[src/rtl/awb_gain.sv]
// Gray-world AWB: per-frame channel sums, serial restoring divider -> Q4.8 R/B gains, gains applied to pixels.
// Fixed 2-cycle pixel latency, never stalls (no backpressure); gains update 2*(SW+8)+2 cycles after a vsync rise.
module awb_gain #(
    parameter int source_h = 1024,
    parameter int source_v = 1024
) (
    input  logic        clk,
    input  logic        reset,
    input  logic        awb_en,
    input  logic        in_vsync,
    input  logic        in_hsync,
    input  logic        in_den,
    input  logic [7:0]  in_data_R,
    input  logic [7:0]  in_data_G,
    input  logic [7:0]  in_data_B,
    output logic        out_vsync,
    output logic        out_hsync,
    output logic        out_den,
    output logic [7:0]  out_data_R,
    output logic [7:0]  out_data_G,
    output logic [7:0]  out_data_B,
    output logic [11:0] gain_R,
    output logic [11:0] gain_B,
    output logic        awb_busy
);
    localparam int SW = 8 + $clog2(source_h * source_v);
    localparam int QW = SW + 8;
    localparam int CW = $clog2(QW);
    localparam logic [11:0]   UNITY = 12'd256;
    localparam logic [CW-1:0] LAST  = CW'(QW - 1);

    typedef enum logic [2:0] {IDLE, LATCH, DIV_R, DIV_B, DONE} state_t;

    state_t        state_q, state_d;
    logic          vsync_q;
    logic          frame_edge, pix_ok;
    logic [SW-1:0] sum_r_q, sum_g_q, sum_b_q;
    logic [SW-1:0] sum_r_d, sum_g_d, sum_b_d;
    logic [SW-1:0] lat_r_q, lat_g_q, lat_b_q;
    logic [CW-1:0] cnt_q;
    logic [SW-1:0] rem_q, dvs_q, rem_nx;
    logic [QW-1:0] quo_q, quo_nx;
    logic [SW:0]   rem_sh, rem_sub;
    logic          div_ge, div_last;
    logic [11:0]   q_sat;
    logic [11:0]   pend_r_q, pend_b_q, gain_r_q, gain_b_q;
    logic [11:0]   g_r, g_b;
    logic [19:0]   p1_r_q, p1_b_q;
    logic [7:0]    p1_g_q;
    logic          p1_vs_q, p1_hs_q, p1_den_q;
    logic [7:0]    out_r_q, out_g_q, out_b_q;
    logic          out_vs_q, out_hs_q, out_den_q;

    function automatic logic [SW-1:0] sat_add(input logic [SW-1:0] acc, input logic [7:0] px);
        logic [SW:0] s;
        s = {1'b0, acc} + {{(SW-7){1'b0}}, px};
        return s[SW] ? {SW{1'b1}} : s[SW-1:0];
    endfunction

    function automatic logic [7:0] round_sat(input logic [19:0] p);
        logic [20:0] s;
        s = {1'b0, p} + 21'd128;
        return (|s[20:16]) ? 8'hFF : s[15:8];
    endfunction

    // Statistics: a pixel on the boundary cycle seeds the new frame's sums.
    always_comb begin
        frame_edge = in_vsync & ~vsync_q;
        pix_ok     = in_den & (in_data_R != 8'hFF) & (in_data_G != 8'hFF) & (in_data_B != 8'hFF);
        sum_r_d    = frame_edge ? '0 : sum_r_q;
        sum_g_d    = frame_edge ? '0 : sum_g_q;
        sum_b_d    = frame_edge ? '0 : sum_b_q;
        if (pix_ok) begin
            sum_r_d = sat_add(sum_r_d, in_data_R);
            sum_g_d = sat_add(sum_g_d, in_data_G);
            sum_b_d = sat_add(sum_b_d, in_data_B);
        end
    end

    always_ff @(posedge clk) begin
        if (reset) begin
            vsync_q <= 1'b0;
            sum_r_q <= '0;
            sum_g_q <= '0;
            sum_b_q <= '0;
            lat_r_q <= '0;
            lat_g_q <= '0;
            lat_b_q <= '0;
        end else begin
            vsync_q <= in_vsync;
            sum_r_q <= sum_r_d;
            sum_g_q <= sum_g_d;
            sum_b_q <= sum_b_d;
            if (frame_edge) begin
                lat_r_q <= sum_r_q;
                lat_g_q <= sum_g_q;
                lat_b_q <= sum_b_q;
            end
        end
    end

    always_ff @(posedge clk) begin
        if (reset) state_q <= IDLE;
        else       state_q <= state_d;
    end

    // A new frame boundary always restarts the sequence, dropping any in-flight result.
    always_comb begin
        state_d = state_q;
        unique case (state_q)
            IDLE:    state_d = IDLE;
            LATCH:   state_d = DIV_R;
            DIV_R:   if (div_last) state_d = DIV_B;
            DIV_B:   if (div_last) state_d = DONE;
            DONE:    state_d = IDLE;
            default: state_d = IDLE;
        endcase
        if (frame_edge) state_d = LATCH;
    end

    // Restoring step: dividend bits shift out of quo_q as quotient bits shift in.
    always_comb begin
        rem_sh   = {rem_q, quo_q[QW-1]};
        div_ge   = rem_sh >= {1'b0, dvs_q};
        rem_sub  = rem_sh - {1'b0, dvs_q};
        rem_nx   = div_ge ? rem_sub[SW-1:0] : rem_sh[SW-1:0];
        quo_nx   = {quo_q[QW-2:0], div_ge};
        q_sat    = (|quo_nx[QW-1:12]) ? 12'hFFF : quo_nx[11:0];
        div_last = (cnt_q == LAST);
    end

    always_ff @(posedge clk) begin
        if (reset) begin
            cnt_q    <= '0;
            rem_q    <= '0;
            quo_q    <= '0;
            dvs_q    <= '0;
            pend_r_q <= UNITY;
            pend_b_q <= UNITY;
            gain_r_q <= UNITY;
            gain_b_q <= UNITY;
        end else begin
            unique case (state_q)
                LATCH: begin
                    cnt_q <= '0;
                    rem_q <= '0;
                    quo_q <= {lat_g_q, 8'h00};
                    dvs_q <= lat_r_q;
                end
                DIV_R: begin
                    if (div_last) begin
                        if (dvs_q != '0) pend_r_q <= q_sat;
                        cnt_q <= '0;
                        rem_q <= '0;
                        quo_q <= {lat_g_q, 8'h00};
                        dvs_q <= lat_b_q;
                    end else begin
                        cnt_q <= cnt_q + CW'(1);
                        rem_q <= rem_nx;
                        quo_q <= quo_nx;
                    end
                end
                DIV_B: begin
                    if (div_last) begin
                        if (dvs_q != '0) pend_b_q <= q_sat;
                    end else begin
                        cnt_q <= cnt_q + CW'(1);
                        rem_q <= rem_nx;
                        quo_q <= quo_nx;
                    end
                end
                DONE: begin
                    gain_r_q <= pend_r_q;
                    gain_b_q <= pend_b_q;
                end
                default: ;
            endcase
        end
    end

    assign g_r = awb_en ? gain_r_q : UNITY;
    assign g_b = awb_en ? gain_b_q : UNITY;

    always_ff @(posedge clk) begin
        if (reset) begin
            p1_r_q    <= '0;
            p1_g_q    <= '0;
            p1_b_q    <= '0;
            p1_vs_q   <= 1'b0;
            p1_hs_q   <= 1'b0;
            p1_den_q  <= 1'b0;
            out_r_q   <= '0;
            out_g_q   <= '0;
            out_b_q   <= '0;
            out_vs_q  <= 1'b0;
            out_hs_q  <= 1'b0;
            out_den_q <= 1'b0;
        end else begin
            p1_r_q    <= {12'd0, in_data_R} * {8'd0, g_r};
            p1_g_q    <= in_data_G;
            p1_b_q    <= {12'd0, in_data_B} * {8'd0, g_b};
            p1_vs_q   <= in_vsync;
            p1_hs_q   <= in_hsync;
            p1_den_q  <= in_den;
            out_r_q   <= round_sat(p1_r_q);
            out_g_q   <= p1_g_q;
            out_b_q   <= round_sat(p1_b_q);
            out_vs_q  <= p1_vs_q;
            out_hs_q  <= p1_hs_q;
            out_den_q <= p1_den_q;
        end
    end

    assign out_data_R = out_r_q;
    assign out_data_G = out_g_q;
    assign out_data_B = out_b_q;
    assign out_vsync  = out_vs_q;
    assign out_hsync  = out_hs_q;
    assign out_den    = out_den_q;
    assign gain_R     = gain_r_q;
    assign gain_B     = gain_b_q;
    assign awb_busy   = (state_q != IDLE);
endmodule

[config.mk]
export PLATFORM = sky130hd
export DESIGN_NAME = awb_gain
export DESIGN_NICKNAME = d
export VERILOG_FILES = /design/src/rtl/awb_gain.sv
export SDC_FILE = /design/constraint.sdc
export NUM_CORES = 1
export LEC_CHECK = 0
export CAP_MARGIN = 20
export CORE_UTILIZATION = 50
export CTS_CLUSTER_SIZE = 24
export DETAILED_ROUTE_END_ITERATION = 10
export PLACE_DENSITY = 0.67
export SYNTH_ARGS = -nofsm -noshare
export SYNTH_HDL_FRONTEND = slang
export SYNTH_SLANG_ARGS = --single-unit
[constraint.sdc]
create_clock -name clk -period 5.6 [get_ports clk]
set_clock_uncertainty 0.05 [all_clocks]
set_input_delay 0.56 -clock clk [delete_from_list [all_inputs] [get_ports clk]]
set_output_delay 0.56 -clock clk [all_outputs]
set_load 0.05 [all_outputs]
---- Yosys cells after proc, flatten, opt, wreduce, memory -nomap -nowiden ----
Cells that the tools add are included.
Widths: inputs -> output; s select.
word-level totals
  register bits after elaboration ......... 395
  input port bits ......................... 30
  output and inout bits ................... 52
  word-level logic and storage cells ...... 100
operators by class
  add/subtract/negate cells ............... 7
  $mul .................................... 2
  order comparisons ....................... 1
  eq/ne operators ......................... 13
  mux-type cells .......................... 30
  bitwise operators ....................... 5
  reduce and logical (&&, ||, !) cells .... 14
operator list
  kind                   number
  $mux 28                13
  $pmux 36 s3            1
  $add 28x8->29          3
  $pmux 28 s3            1
  $mux 36                2
  $pmux 28 s2            1
  $add 20x8->21 const B  2
  $mul 8x12->20          2
  $mux 12                3
  $ge 29x28->1           1
  $reduce_bool 28->1     1
  $sub 28x28->28         1
  $ne 8x8->1 const B     3
  $reduce_or 24->1       1
  $pmux 6 s3             1
  $mux 8                 2
  $mux 6                 2
  $reduce_or 5->1        2
  $pmux 3 s3             1
  $reduce_and 2->1       4
  $add 6x1->6 const B    1
  $eq 3x2->1 const B     2
  $eq 6x6->1 const B     1
  $mux 3                 2
  other kinds (11)       19

---- Logic depth before layout (Yosys ltp) ----
Gate-level depths: netlist (run 1).
  depth in word-level cells ............... 6
  mapped depth ............................ 21
  depth with buffers taken out ............ 18

---- Worst setup path before layout (run 1) ----
No wires, ideal clock.
  path kind ............................... input to register
  start point ............................. in awb_en
  end point ............................... reg p1_r_q[19]
  library setup time ...................... 0.128 ns
  arrival time ............................ 5.688 ns
  required time ........................... 5.422 ns
  setup slack ............................. -0.266 ns
  stages on the path ...................... 20
  buffers on the path ..................... 3
  cells stage by stage .................... clkbuf_1 -> clkbuf_1 -> buf_1 -> nand3_1 -> fa_1 -> fa_1 -> inv_1 -> fa_1 -> inv_1 -> fa_1 -> inv_1 -> ha_1 -> a21oi_1 -> o21ai_0 -> a211oi_1 -> o221ai_1 -> a31o_2 -> a31oi_1 -> xnor2_1 -> nor2_1
on the way
  cells in the longest elaborated chain, start to end .. 2
RTL lines
  element               RTL line  source
  start, declared       9         input logic awb_en,
  $mux 12               181       assign g_r = awb_en ? gain_r_q : UNITY;
  $mul 8x12->20         199       p1_r_q <= {12'd0, in_data_R} * {8'd0, g_r};
  end signal, assigned  199
  end, declared         48        logic [19:0] p1_r_q, p1_b_q;
Every way passes these cells.
A chain may end at the register's enable or synchronous reset.

---- Worst setup path in the final report (run 1) ----
  start point ............................. reg gain_b_q[1] (netlist: gain_B[1])
  end point ............................... reg p1_b_q[19]
on the way
  cells in the longest elaborated chain, start to end .. 2
RTL lines
  element                 RTL line  source
  start, declared         46        logic [11:0] pend_r_q, pend_b_q, gain_r_q, gain_b_q;
  start signal, assigned  174       gain_b_q <= pend_b_q;
  $mux 12                 182       assign g_b = awb_en ? gain_b_q : UNITY;
  $mul 8x12->20           201       p1_b_q <= {12'd0, in_data_B} * {8'd0, g_b};
  end signal, assigned    201
  end, declared           48
Every way passes these cells.

==> qor.csv, run 1 <==
stage;metric;value;unit
synth;synthArstFlopShare;0;%
sta;tightest_slew;1.10;ns
synth;synth.area.top_cells;dfxtp_1, fa_1, ha_1;
synth;muxShareOfSynthArea;2.38;%
floorplan;die_y;216;um
critical_path;startpoint_type;flop;
sta;setup-tns-final;0;ns
synth;synth-seq-area-share;33.3;%
job;maxCapViolations;0;
place;dp_cells;3284;
final_layout;layout-drive-gt1-share;5.94;%
synth;synth.most_common_cell;dfxtp_1;
floorplan;core_area;45300;um^2
sta;rsz0062_at_grt;no;
cts;post_cts_resized;0;
synth;synth_compound_area_share;14.3;%
cts;cts_hold_buf;0;
grt;antenna_found_initial;0;
cts;cts-buffers-inserted;42;
route;antenna_left;0;
cts;post_cts_buffers;0;
final_layout;syn2layout_area_growth;13.2;%
synth;synth_nets;2983;
cts;cts_num_sinks;381;
grt;overflow;0;
route;dr.first_iter.drc_count;1550;
floorplan;die_x;216;um
route;routedWlPerCell;16.7;um
cts;htreeDepth;2;
final_layout;num_antenna_cells;0;
outcome;outcome;completed;
power;vdd_ir_drop_max;0.227;mV
final_layout;final_area;25900;um^2
cts;cts_tree;done;
synth;synth_flop_cell;dfxtp_1;
floorplan;rows;78;
cts;cts_buffer_depth;3;
route;routed_wl;56200;um
critical_path;rrSetupSlack;0.42;ns
synth;synthTopCellsByCount;dfxtp_1, nand2_1, inv_1;
synth;yosysTopAreaCellShare;33.3;%
synth;synth_edf_count;0;
route;viasPerCell;5.61;
power;leakagePower;11.1;nW
place;hpwl;40300;um
sta;finalSetupViolCount;0;
synth;synthCells;2702;
synth;synth_fa_ha_area_share;17.7;%
sta;slew_violations;0;
synth;synth-xor-area-share;5.01;%
sta;post-route-min-period;5.18;ns
route;num_vias;18900;
grt;track_usage;24.2;%
synth;ys_warn_count;0;
sta;hold_viol;0;
route;first_pass_iters;8;
grt;grt_pass1_vias;18400;
cts;path_clk_slew;0.07;ns
grt;grt_pass1_wl;93500;um
critical_path;worstPathRequired;6.00;ns
place;place_area;24400;um^2
sta;max_slew_margin;26.5;%
grt;grt_max_degree;187;
worst_hold_path;hold_path_class;in2reg;
critical_path;end_kind;flop;
sta;period_share;92.6;%
synth;netlist_area;22900;um^2
synth;synth_top_area_cell;dfxtp_1;
critical_path;path_max_fanout;10;
synth;synthSimpleGateAreaFrac;20.9;%
place;port_buffers;81;
power;powerDensity;257;nW/um^2
cts;clockRootBuffer;clkbuf_16;
cts;clock_latency;0.59;ns
critical_path;worstPathArrival;5.59;ns
final_layout;fin_cells;3360;
sta;fmax;193;MHz
floorplan;dieArea;46600;um^2
place;gp_congestion;0.918;
critical_path;worstSetupPathType;reg2reg;
synth;syn_area_per_cell;8.47;um^2
synth;synth_top_family_by_area;simple AND/OR/NAND/NOR gates;
synth;synth_cell_type_count;72;
floorplan;ioPinCount;82;
synth;ys_seq_elements;381;
floorplan;start_util;50.6;%
route;drc_errors;0;
final_layout;nNetsFinal;3010;
==> flip-flops by register name, summed over array words and instances, names as in the netlist, 6 cells and up <==
name and cells:
pend_r_q 12, out_data_R 8, out_data_B 8, sum_r_q 28, sum_g_q 28, gain_B 12
gain_R 12, sum_b_q 28, lat_g_q 28, out_data_G 8, pend_b_q 12, rem_q 28
cnt_q 6, lat_b_q 28, p1_g_q 8, p1_b_q 13, dvs_q 28, lat_r_q 28
p1_r_q 13, quo_q 36
==> kinds of logic after synthesis <==
logic type,after synthesis
AOI/OAI and AO/OA,513
xor gates and xnor gates,131
muxes,54
DFF,381
buffers and inverters,381
and+or+nand+nor,991
adders and majority gates,251
==> layout by cell type (no fill, tap or decap), drive strengths merged, types with 11 or more instances in the layout <==
| cell | count |
|---|---|
| a31oi | 13 |
| nand2 | 337 |
| nor2b | 29 |
| dfxtp | 381 |
| xor2 | 49 |
| o21a | 14 |
| nand3 | 78 |
| a22oi | 11 |
| clkbuf | 57 |
| a211oi | 78 |
| nor2 | 189 |
| xnor2 | 82 |
| a21o | 23 |
| or3 | 13 |
| nor4 | 30 |
| and2 | 45 |
| buf | 68 |
| a21oi | 194 |
| nand4 | 25 |
| nand2b | 12 |
| clkinv | 11 |
| a222oi | 28 |
| fa | 122 |
| o21ai | 91 |
| ha | 129 |
| inv | 217 |
| nor3 | 45 |
| clkdlybuf4s50 | 79 |
| mux2i | 51 |
| and3 | 167 |
==> layout make-up <==
type | instances | area [um^2]
Sequential cell | 381 | 7630
Clock inverter | 18 | 298
Fill cell | 4085 | 19400
Timing Repair Buffer | 147 | 1360
Inverter | 217 | 815
Multi-Input combinational cell | 1940 | 13900
Tap cell | 600 | 751
Clock buffer | 57 | 1210
==> report_power, final <==
group | switching (mW) | internal (mW)
Clock | 1.17 | 1.80
Sequential | 0.0415 | 2.77
Combinational | 0.538 | 0.342
Total | 1.75 | 4.91
==> routing by layer <==
metal	global-route usage, %	wire (um)	up-vias
li1	-	-	9326
met1	33.8	26800	8976
met2	38.7	25200	455
met3	3.20	2760	99
met4	7.77	1380	0
met5	0	0	-
==> through the flow <==
stage / hold slack (ns) / utilization [%] / power (mW) / setup slack [ns]
finish: 0.306 / 57.2 / 6.67 / 0.415
global route: 0.315 / 57.2 / 6.93 / 0.128
CTS: 0.285 / 57.2 / 6.73 / 0.438
detailed placement: 0.379 / 53.9 / 3.75 / -0.0630
global placement: 0.375 / 53.9 / 3.73 / 0.0416
floorplan: 0.364 / - / 3.53 / 0.0384
==> critical path: stages (launching register included) <==
cell      delay, ns
dfxtp_1        0.59
nand3_1        0.19
fa_1           0.54
fa_1           0.54
inv_1          0.05
fa_1           0.53
inv_1          0.05
fa_1           0.52
inv_1          0.04
ha_1           0.21
a211oi_1       0.25
a22oi_1        0.14
a31o_2         0.29
a221o_1        0.36
a311oi_2       0.33
a21oi_1        0.13
xnor2_1        0.18
nor2_1         0.05
==> path summary, 6_finish.rpt <==
check	from	endpoint	cells after the start
worst max-delay path	gain_B[1]	p1_b_q[19]	17
worst min-delay path	reset	quo_q[22]	2
worst max register to register	gain_B[1]	p1_b_q[19]	17
worst min register to register	p1_g_q[7]	out_data_G[7]	1
Power figures use the tool's default switching activity.
==> run 2, diff against run 1 <==
Settings changed: CELL_PAD_IN_SITES_DETAIL_PLACEMENT set to 0, CELL_PAD_IN_SITES_GLOBAL_PLACEMENT set to 1, CORE_UTILIZATION 50 to 43, PLACE_DENSITY 0.67 to 0.74.
==> run 2 against run 1 <==
Compared with the run above:
- worst setup slack lost 0.013 ns
- critical path depth did not move
- sequential power about the same
- clock-buffer cell count up 1
- final cell count up 2.8%
- via count decreased by 1.1%
- largest power group unchanged
==> qor.csv, run 2 (synthesis results as in run 1) <==
stage;metric;value;unit;change
outcome;outcome;completed;;unchanged
final_layout;final_cell_mix;dfxtp_1, nand2_1, inv_1;;unchanged
critical_path;startpoint;gain_B[2];;was gain_B[1]
final_layout;regMostFlops;quo_q;;unchanged
floorplan;die_x;233;um;was 216 um
critical_path;path_max_fanout;10;;unchanged
critical_path;worstPathRequired;5.98;ns;was 6.00 ns
sta;tightest_slew;1.10;ns;about the same
floorplan;rows;84;;was 78
floorplan;ioPinCount;82;;unchanged
worst_hold_path;min_from;p1_den_q;;was reset
cts;post_cts_buffers;0;;unchanged
cts;post_cts_resized;0;;unchanged
critical_path;path_depth;17;;unchanged
place;gp_congestion;0.864;;was 0.918
route;num_vias;18700;;was 18900
final_layout;final_util;49.5;%;was 57.2%
final_layout;num_antenna_cells;0;;unchanged
grt;track_usage;21.6;%;was 24.2%
sta;period_share;92.8;%;was 92.6%
cts;cts_tree;done;;unchanged
critical_path;critPathMostFrequentCell;fa_1;;unchanged
route;viasPerCell;5.40;;was 5.61
cts;cts_hold_buf;0;;unchanged
final_layout;largest_reg_flops;36;;unchanged
sta;slew_violations;0;;unchanged
critical_path;crit_buf_inv;3;;unchanged
route;dr.first_iter.drc_count;1204;;was 1550
route;first_pass_iters;6;;was 8
grt;grt_pass1_wl;95600;um;was 93500 um
worst_hold_path;hold_depth;1;;was 2
critical_path;cpPeakStageDelay;0.64;ns;was 0.59 ns
sta;max_slew_margin;26.7;%;was 26.5%
floorplan;dieArea;54200;um^2;was 46600 um^2
sta;hold_viol;0;;unchanged
sta;fmax;192;MHz;was 193 MHz
place;place_area;24500;um^2;was 24400 um^2
route;antenna_left;0;;unchanged
cts;cts_num_sinks;381;;unchanged
critical_path;worstReg2RegStart;gain_B[2];;was gain_B[1]
worst_hold_path;hold_end;out_den;;was quo_q[22]
route;routedWlPerCell;16.7;um;about the same
critical_path;end_kind;flop;;unchanged
critical_path;worstPathArrival;5.58;ns;was 5.59 ns
final_layout;final_area;26000;um^2;was 25900 um^2
job;maxCapViolations;0;;unchanged
final_layout;syn2layout_area_growth;13.6;%;was 13.2%
cts;cts_buffer_depth;3;;unchanged
critical_path;critPathTopFamily;adder cells;;unchanged
critical_path;rrSetupSlack;0.40;ns;was 0.42 ns
place;port_buffers;81;;unchanged
critical_path;worstSetupPathType;reg2reg;;unchanged
power;vdd_ir_drop_max;0.216;mV;was 0.227 mV
sta;post-route-min-period;5.20;ns;was 5.18 ns
route;drc_errors;0;;unchanged
critical_path;startpoint_type;flop;;unchanged
critical_path;slowest_stage;dfxtp_1;;unchanged
grt;grt_pass1_vias;18300;;was 18400
cts;htreeDepth;2;;unchanged
cts;clockRootBuffer;clkbuf_16;;unchanged
floorplan;die_y;233;um;was 216 um
cts;clock_latency;0.58;ns;was 0.59 ns
sta;finalSetupViolCount;0;;unchanged
floorplan;core_area;52600;um^2;was 45300 um^2
grt;antenna_found_initial;0;;unchanged
power;powerDensity;253;nW/um^2;was 257 nW/um^2
final_layout;layout_commonest_cell;dfxtp_1;;unchanged
cts;cts-buffers-inserted;43;;was 42
grt;grt_max_degree;133;;was 187
floorplan;start_util;43.6;%;was 50.6%
critical_path;reg2reg_depth;17;;unchanged
final_layout;nNetsFinal;3014;;was 3010
route;routed_wl;57800;um;was 56200 um
cts;path_clk_slew;0.06;ns;was 0.07 ns
grt;overflow;0;;unchanged
power;leakagePower;11.0;nW;was 11.1 nW
final_layout;layout-drive-gt1-share;6.18;%;was 5.94%
worst_hold_path;hold_path_class;reg2reg;;was in2reg
sta;rsz0062_at_grt;no;;unchanged
critical_path;worst_r2r_endpoint;p1_b_q[19];;unchanged
critical_path;cp_cell_sequence;nand3_1 > fa_1 > fa_1 > inv_1 > fa_1 > inv_1 > fa_1 > inv_1 > ha_1 > a211oi_1 > a22oi_1 > a31o_2 > a221o_1 > a311oi_2 > a21oi_1 > xnor2_1 > nor2_1;;unchanged
place;hpwl;41600;um;was 40300 um
## run 2: changes by cell type in the layout (fill, tap and decap cells not counted), moves of 2 or more
cell / previous run / this run
buf_4: 62 / 66
bufinv_16: 6 / 3
clkinv_2: 6 / 4
clkinvlp_4: 1 / 8
## run 2: report_power, final
group	switching (mW)	internal (mW)	leakage, nW	total (mW)
registers	0.0403	2.77	3.09	2.81
logic	0.547	0.346	7.26	0.893
clock network	1.19	1.69	0.693	2.88
total	1.78	4.81	11.0	6.59
## run 2: layout make-up
type | instances | area [um^2]
Clock inverter | 20 | 240
Timing Repair Buffer | 150 | 1380
Clock buffer | 58 | 1220
Tap cell | 688 | 861
Fill cell | 5081 | 26500
Multi-Input combinational cell | 1940 | 13900
Sequential cell | 381 | 7630
Inverter | 217 | 815
## run 2: how the worst max path moves through the flow
stage,to,slack [ns]
floorplan,p1_r_q[19],0.04
global placement,p1_b_q[19],-0.02
detailed placement,p1_b_q[19],-0.09
CTS,p1_b_q[19],0.38
global route,p1_b_q[19],0.13
finish,p1_b_q[19],0.40
## run 2: worst reg2reg max path, stage by stage (launching register included)
cell and delay, ns:
dfxtp_1 0.64, nand3_1 0.16, fa_1 0.50, fa_1 0.54, inv_1 0.06, fa_1 0.55
inv_1 0.07, fa_1 0.54, inv_1 0.04, ha_1 0.20, a211oi_1 0.21, a22oi_1 0.16
a31o_2 0.31, a221o_1 0.35, a311oi_2 0.33, a21oi_1 0.13, xnor2_1 0.16, nor2_1 0.05
## run 2: per-layer routing
metal | wire length, um | GRT usage (%) | vias to the layer above
met2 | 26100 | 34.6 | 317
met5 | 0 | 0 | -
met1 | 28000 | 30.0 | 8923
li1 | - | - | 9328
met3 | 2310 | 2.89 | 85
met4 | 1310 | 6.47 | 0
## run 2: per-stage QoR
step | setup slack (ns) | hold slack, ns | TNS, ns | power, mW | instances
after CTS | 0.377 | 0.389 | 0 | 6.67 | 3454
after global placement | -0.0187 | 0.370 | -0.0187 | 3.75 | 3376
after global routing | 0.130 | 0.402 | 0 | 6.87 | 3454
after floorplan | 0.0384 | 0.364 | 0 | 3.53 | 2702
after detailed placement | -0.0886 | 0.376 | -0.261 | 3.76 | 3376
final | 0.402 | 0.385 | 0 | 6.59 | 3454
